==> src/rtl/sha256_nonce_scheduler.sv <==
// sha256_nonce_scheduler
//   Drives a single-block SHA-256 core through a double-SHA-256 nonce search.
//   For each nonce the job block (with one word replaced by the nonce) is
//   hashed, the digest is padded into a second block and hashed again, and the
//   second digest is compared against the job target. The first hit, or the
//   last nonce of an exhausted range, is reported through a held result port.
//
// Ports
//   clk, reset                  clock, asynchronous active-high reset
//   job_valid/job_ready         job handshake (ready only while idle)
//   job_data/target/nonce_*     job payload, sampled only at accept
//   abort                       cancel a running job (ignored while idle)
//   result_valid/result_ready   result handshake, result held until consumed
//   result_found/nonce/hash     hit flag, reported nonce, its second digest
//   nonces_tried                nonces fully evaluated in current/last job
//   busy                        scheduler not idle
//   core_reset/start/data       control and message block towards the core
//   core_done/core_digest       level done flag and digest from the core
//
// CAPTURE_DELAY and START_LEN are treated as at least 1.

module sha256_nonce_scheduler #(
  parameter int unsigned NONCE_WORD    = 3,
  parameter int unsigned START_LEN     = 2,
  parameter int unsigned CAPTURE_DELAY = 1
) (
  input  logic         clk,
  input  logic         reset,
  input  logic         job_valid,
  output logic         job_ready,
  input  logic [511:0] job_data,
  input  logic [255:0] job_target,
  input  logic [31:0]  job_nonce_start,
  input  logic [31:0]  job_nonce_count,
  input  logic         abort,
  output logic         result_valid,
  input  logic         result_ready,
  output logic         result_found,
  output logic [31:0]  result_nonce,
  output logic [255:0] result_hash,
  output logic [31:0]  nonces_tried,
  output logic         busy,
  output logic         core_reset,
  output logic         core_start,
  output logic [511:0] core_data,
  input  logic         core_done,
  input  logic [255:0] core_digest
);

  localparam int unsigned CNT_W      = 8;
  localparam int unsigned START_LAST = (START_LEN > 1) ? START_LEN - 1 : 0;
  localparam int unsigned CAP_LAST   = (CAPTURE_DELAY > 1) ? CAPTURE_DELAY - 1 : 0;

  localparam logic [3:0] S_IDLE     = 4'd0;
  localparam logic [3:0] S_H1_START = 4'd1;
  localparam logic [3:0] S_H1_WAIT  = 4'd2;
  localparam logic [3:0] S_H1_CAP   = 4'd3;
  localparam logic [3:0] S_H2_START = 4'd4;
  localparam logic [3:0] S_H2_WAIT  = 4'd5;
  localparam logic [3:0] S_H2_CAP   = 4'd6;
  localparam logic [3:0] S_CHECK    = 4'd7;
  localparam logic [3:0] S_RESULT   = 4'd8;

  logic [3:0]       state_q, state_d;
  logic [CNT_W-1:0] cnt_q, cnt_d;
  logic [511:0]     data_q, data_d;
  logic [255:0]     target_q, target_d;
  logic [31:0]      nonce_q, nonce_d;
  logic [31:0]      remain_q, remain_d;
  logic [255:0]     hash2_q, hash2_d;

  logic             job_ready_q, job_ready_d;
  logic             result_valid_q, result_valid_d;
  logic             result_found_q, result_found_d;
  logic [31:0]      result_nonce_q, result_nonce_d;
  logic [255:0]     result_hash_q, result_hash_d;
  logic [31:0]      nonces_tried_q, nonces_tried_d;
  logic             busy_q, busy_d;
  logic             core_reset_q, core_reset_d;
  logic             core_start_q, core_start_d;
  logic [511:0]     core_data_q, core_data_d;

  logic             accept;
  logic             hit;
  logic [31:0]      nonce_inc;

  // First-hash block: job block with the nonce word replaced.
  function automatic logic [511:0] insert_nonce(input logic [511:0] blk,
                                                input logic [31:0]  n);
    logic [511:0] r;
    r = blk;
    r[32*NONCE_WORD +: 32] = n;
    return r;
  endfunction

  // Second-hash block: digest words W0..W7 (H0 first), then SHA-256 padding
  // for a 256-bit message.
  function automatic logic [511:0] pad_digest(input logic [255:0] dg);
    logic [511:0] r;
    r = '0;
    for (int i = 0; i < 8; i++) begin
      r[32*i +: 32] = dg[255-32*i -: 32];
    end
    r[32*8  +: 32] = 32'h8000_0000;
    r[32*15 +: 32] = 32'h0000_0100;
    return r;
  endfunction

  assign accept    = job_valid && job_ready_q;
  assign hit       = (hash2_q <= target_q);
  assign nonce_inc = nonce_q + 32'd1;

  // Next-state and registered-output logic.
  always_comb begin
    state_d        = state_q;
    cnt_d          = cnt_q;
    data_d         = data_q;
    target_d       = target_q;
    nonce_d        = nonce_q;
    remain_d       = remain_q;
    hash2_d        = hash2_q;
    result_found_d = result_found_q;
    result_nonce_d = result_nonce_q;
    result_hash_d  = result_hash_q;
    nonces_tried_d = nonces_tried_q;
    core_data_d    = core_data_q;
    core_reset_d   = 1'b0;

    case (state_q)
      S_IDLE: begin
        if (accept) begin
          data_d         = job_data;
          target_d       = job_target;
          nonce_d        = job_nonce_start;
          remain_d       = job_nonce_count;
          nonces_tried_d = 32'd0;
          if (job_nonce_count == 32'd0) begin
            result_found_d = 1'b0;
            result_nonce_d = job_nonce_start;
            result_hash_d  = '0;
            state_d        = S_RESULT;
          end else begin
            core_data_d = insert_nonce(job_data, job_nonce_start);
            cnt_d       = '0;
            state_d     = S_H1_START;
          end
        end
      end

      // core_done is deliberately not looked at here: it may still be high
      // from the previous hash until the core sees start.
      S_H1_START: begin
        if (cnt_q == CNT_W'(START_LAST)) begin
          cnt_d   = '0;
          state_d = S_H1_WAIT;
        end else begin
          cnt_d = cnt_q + CNT_W'(1);
        end
      end

      S_H1_WAIT: begin
        if (core_done) begin
          cnt_d   = '0;
          state_d = S_H1_CAP;
        end
      end

      // The first digest goes straight into the second-hash block.
      S_H1_CAP: begin
        if (cnt_q == CNT_W'(CAP_LAST)) begin
          core_data_d = pad_digest(core_digest);
          cnt_d       = '0;
          state_d     = S_H2_START;
        end else begin
          cnt_d = cnt_q + CNT_W'(1);
        end
      end

      S_H2_START: begin
        if (cnt_q == CNT_W'(START_LAST)) begin
          cnt_d   = '0;
          state_d = S_H2_WAIT;
        end else begin
          cnt_d = cnt_q + CNT_W'(1);
        end
      end

      S_H2_WAIT: begin
        if (core_done) begin
          cnt_d   = '0;
          state_d = S_H2_CAP;
        end
      end

      S_H2_CAP: begin
        if (cnt_q == CNT_W'(CAP_LAST)) begin
          hash2_d = core_digest;
          cnt_d   = '0;
          state_d = S_CHECK;
        end else begin
          cnt_d = cnt_q + CNT_W'(1);
        end
      end

      S_CHECK: begin
        nonces_tried_d = nonces_tried_q + 32'd1;
        if (hit || (remain_q == 32'd1)) begin
          result_found_d = hit;
          result_nonce_d = nonce_q;
          result_hash_d  = hash2_q;
          state_d        = S_RESULT;
        end else begin
          nonce_d     = nonce_inc;
          remain_d    = remain_q - 32'd1;
          core_data_d = insert_nonce(data_q, nonce_inc);
          cnt_d       = '0;
          state_d     = S_H1_START;
        end
      end

      S_RESULT: begin
        if (result_ready) begin
          state_d = S_IDLE;
        end
      end

      default: begin
        state_d = S_IDLE;
      end
    endcase

    // Abort wins over any progress made this cycle; nothing is reported.
    if (abort && (state_q != S_IDLE)) begin
      state_d        = S_IDLE;
      core_reset_d   = 1'b1;
      nonces_tried_d = nonces_tried_q;
      result_found_d = result_found_q;
      result_nonce_d = result_nonce_q;
      result_hash_d  = result_hash_q;
      core_data_d    = core_data_q;
    end

    job_ready_d    = (state_d == S_IDLE);
    busy_d         = (state_d != S_IDLE);
    result_valid_d = (state_d == S_RESULT);
    core_start_d   = (state_d == S_H1_START) || (state_d == S_H2_START);
  end

  // State and output registers.
  always_ff @(posedge clk or posedge reset) begin
    if (reset) begin
      state_q        <= S_IDLE;
      cnt_q          <= '0;
      data_q         <= '0;
      target_q       <= '0;
      nonce_q        <= '0;
      remain_q       <= '0;
      hash2_q        <= '0;
      job_ready_q    <= 1'b0;
      result_valid_q <= 1'b0;
      result_found_q <= 1'b0;
      result_nonce_q <= '0;
      result_hash_q  <= '0;
      nonces_tried_q <= '0;
      busy_q         <= 1'b0;
      core_reset_q   <= 1'b1;
      core_start_q   <= 1'b0;
      core_data_q    <= '0;
    end else begin
      state_q        <= state_d;
      cnt_q          <= cnt_d;
      data_q         <= data_d;
      target_q       <= target_d;
      nonce_q        <= nonce_d;
      remain_q       <= remain_d;
      hash2_q        <= hash2_d;
      job_ready_q    <= job_ready_d;
      result_valid_q <= result_valid_d;
      result_found_q <= result_found_d;
      result_nonce_q <= result_nonce_d;
      result_hash_q  <= result_hash_d;
      nonces_tried_q <= nonces_tried_d;
      busy_q         <= busy_d;
      core_reset_q   <= core_reset_d;
      core_start_q   <= core_start_d;
      core_data_q    <= core_data_d;
    end
  end

  assign job_ready    = job_ready_q;
  assign result_valid = result_valid_q;
  assign result_found = result_found_q;
  assign result_nonce = result_nonce_q;
  assign result_hash  = result_hash_q;
  assign nonces_tried = nonces_tried_q;
  assign busy         = busy_q;
  assign core_reset   = core_reset_q;
  assign core_start   = core_start_q;
  assign core_data    = core_data_q;

endmodule

==> config.mk <==
export PLATFORM = sky130hd
export DESIGN_NAME = sha256_nonce_scheduler
export DESIGN_NICKNAME = d
export VERILOG_FILES = /design/src/rtl/sha256_nonce_scheduler.sv
export SDC_FILE = /design/constraint.sdc
export NUM_CORES = 2
export LEC_CHECK = 0
export BUFFER_PORTS_ARGS = -buffer_cell sky130_fd_sc_hd__buf_2
export CAP_MARGIN = 20
export CORE_AREA = 2 2 756 758
export DETAILED_ROUTE_END_ITERATION = 7
export DIE_AREA = 0 0 758 760
export GPL_TIMING_DRIVEN = 0
export PLACE_DENSITY_LB_ADDON = 0.2
export SLEW_MARGIN = 20
export SYNTH_ARGS = -nofsm -noshare
export SYNTH_HDL_FRONTEND = slang
export SYNTH_SLANG_ARGS = --single-unit
==> constraint.sdc <==
create_clock -name clk -period 62 [get_ports clk]
set_input_delay 3.1 -clock clk [delete_from_list [all_inputs] [get_ports clk]]
set_output_delay 3.1 -clock clk [all_outputs]
set_load 0.1 [all_outputs]
==> results.ini <==
[synth]
post_synth_num_cell_types = 74
syn_inst = 8257
synth-async-reset-ratio_pct = 100
yosysTopAreaCell = dfrtp_1
yosys_warnings = 0
ys_seq_area_share_pct = 55.2
mappedNetlistNets = 9614
ys_ff_latch = 1906
synth-edff-count = 0
ys.flop_type = dfrtp_1
syn-cell-area_um2 = 86400
syn_avg_cell_area_um2 = 10.5
synth.top_cell.area_share_pct = 55.2
synthTopCellsByArea = dfrtp_1, nand2_1, mux2_2

[worst_setup_path]
crit_top_cell = buf_2
max_stage_delay_ns = 0.70
r2r_setup_slack_ns = 55.34
reg2reg_depth = 12
r2r_end = core_data[318]
path_cells = ha_1 -> nand4_1 -> or3_1 -> or4_1 -> nor3_2 -> a41oi_2 -> o21ai_1 -> buf_2 -> nand2_2 -> clkbuf_2 -> buf_2 -> a2bb2oi_1
startpoint_type = flip-flop
arrival_ns = 7.47
cp_max_fo = 10
crit_type = reg2reg
timing.rr.start = hash2_q[142]
cp-startpoint = hash2_q[142]
cpMaxStageDelayCell = nand4_1
cp-end-kind = flip-flop
crit_end = core_data[318]
required_ns = 62.81

[clocking]
cts_root_buf = clkbuf_16
cts.sinks = 1906
clkTransAtPathRegs_ns = 0.06
cts.path.max_buffers = 4
cts_setup_buffers = 0
cts_made_buffers = 269
cts_hold_buf = 0
cts_tree = yes
clk_latency_ns = 0.95
post_cts_resized = 0
ctsHtreeMaxLevel = 5

[drt]
viasPerCell = 4.16
wirelength_um = 579000
first_pass_iters = 6
ant_nets = 0
drc = 0
vias = 76800
wl_per_cell_um = 31.4
drtIter0Drc = 5997

[placement]
io_buffers = 1898
routabilityCongestion = 0.888
hpwl_um = 480000

[die]
die_area_um2 = 576000
num_io_pins = 1932
die_y_um = 760
fp.dieW_um = 758
core_area_um2 = 568000
num_rows = 277
initial_core_util_pct = 15.2

[timing]
drv_slew = 0
fin_worst_skew_ns = 0.0685
final-setup-viol-count = 0
period_minus_slack_ns = 6.66
timing.final.crit_share_pct = 10.7
finalSetupTns_ns = 0
max_freq_mhz = 150
rsz0062_at_grt = false
worst_pin_slew_ns = 1.23
hold_viol = 0
maxSlewHeadroom_pct = 17.7

[finish]
register_area_um2 = 47700
nNetsFinal = 11900
drive_above_1_share_pct = 28.7
synthToLayoutAreaGrowth_pct = 34.7
nFillCells = 62800
multiInputGateArea_um2 = 35200
layout_commonest_cell = nand2_1
layout_common_cells = nand2_1, buf_2, dfrtp_1, o21ai_0, mux2_2

[pwr]
p_leak_uw = 0.0533
power_uw = 7490
power.density_nw_per_um2 = 64.4
ir_drop_uv = 48.8

[grt]
grt_pass1_wl_um = 751000
grt_pass1_vias = 76300
grt_max_degree = 92
grt_overflow = 0
antenna_found_initial = 355
track_usage_pct = 19.4

[worst_hold_path]
hp-start = data_q[211]
hold_class = reg2reg

[outcome]
status = finished, final reports clean

[run]
drv_cap = 0

## cells in the mapped netlist, types with 16 or more instances
cell,instances
nand3_1,63
buf_4,17
dfrtp_1,1905
o22a_1,34
nand4_1,76
xnor2_1,16
buf_2,96
inv_1,284
a22o_1,261
a211oi_1,67
o22ai_1,22
o21ai_0,559
mux2i_1,226
nor4_1,37
or3_1,24
a221oi_1,258
a2bb2oi_1,288
mux2_2,487
a21o_1,25
a311oi_1,17
nor3_1,60
xor2_1,34
clkbuf_1,451
nor2_1,184
a21oi_1,196
a31oi_1,33
and3_1,32
nand2_1,2069
buf_1,17
ha_1,263
## cell type report
type / instances / area share, %
antenna: 229 / 0.493
clock buffer: 385 / 6.66
multi-input combinational: 5476 / 30.3
buffer: 591 / 2.19
sequential: 1906 / 41.0
tap: 7533 / 8.10
clock inverter: 83 / 0.865
inverter: 284 / 0.923
timing repair buffer: 1966 / 9.48
## worst min-delay path by stage
stage / slack, ns / cells after the start / endpoint
3_5_place_dp: 0.46 / 2 / data_q[10]
5_1_grt: 0.49 / 2 / data_q[168]
6_report: 0.47 / 2 / data_q[211]
3_3_place_gp: 0.46 / 2 / data_q[160]
2_1_floorplan: 0.45 / 2 / data_q[0]
4_1_cts: 0.48 / 2 / data_q[211]
## critical path: cells and delay by family (launching register included)
kind	cells	cell delay, ns
AO/OA/AOI/OAI	3	1.20
adder cells (fa/ha/maj)	1	0.34
buffers and inverters	3	1.33
flip-flops	1	0.43
AND/OR/NAND/NOR	5	3.18
## cell families (layout without fill, tap and decap cells)
kind of cell / Yosys count / in the layout / synth area share, %
xor+xnor: 50 / 50 / 0.507
mux: 713 / 713 / 8.97
flops: 1906 / 1906 / 55.2
compound gates: 1850 / 1850 / 15.2
simple gates: 2600 / 2600 / 12.2
other cells: 0 / 229 / 0
fa+ha+maj: 263 / 263 / 3.81
buf+inv: 875 / 3309 / 4.10
## registers in the layout (all words and copies together) (netlist names), 4 cells and up
register and cells:
result_hash 256, remain_q 32, nonces_tried 32, data_q 480
cnt_q 8, nonce_q 32, result_nonce 32, target_q 256
state_q 4, core_data 512, hash2_q 256
## metal layers
metal	wire, um	track usage (%)
met4	20300	6.32
met3	53200	6.93
met1	246000	24.6
met5	603	0
met2	259000	30.4
## power by group
part / total, uW / leakage (uW) / switching, uW / internal [uW]
combinational: 3690 / 0.0257 / 2870 / 826
sequential: 2200 / 0.0232 / 417 / 1780
clock: 1600 / 0.00431 / 665 / 931
## per-stage QoR
step / setup slack, ns / area, um2 / utilization [%] / instances / hold WS, ns
CTS: 55.17 / 116000 / 20.4 / 18200 / 0.476
floorplan: 5.08 / 86400 / - / 8257 / 0.445
finish: 55.34 / 116000 / 20.5 / 18500 / 0.472
detailed placement: 54.30 / 107000 / 18.9 / 17800 / 0.462
global route: 54.93 / 116000 / 20.4 / 18300 / 0.489
global placement: -27.56 / 105000 / 18.5 / 17700 / 0.458
Note: power is estimated with default switching activity, not from simulation.
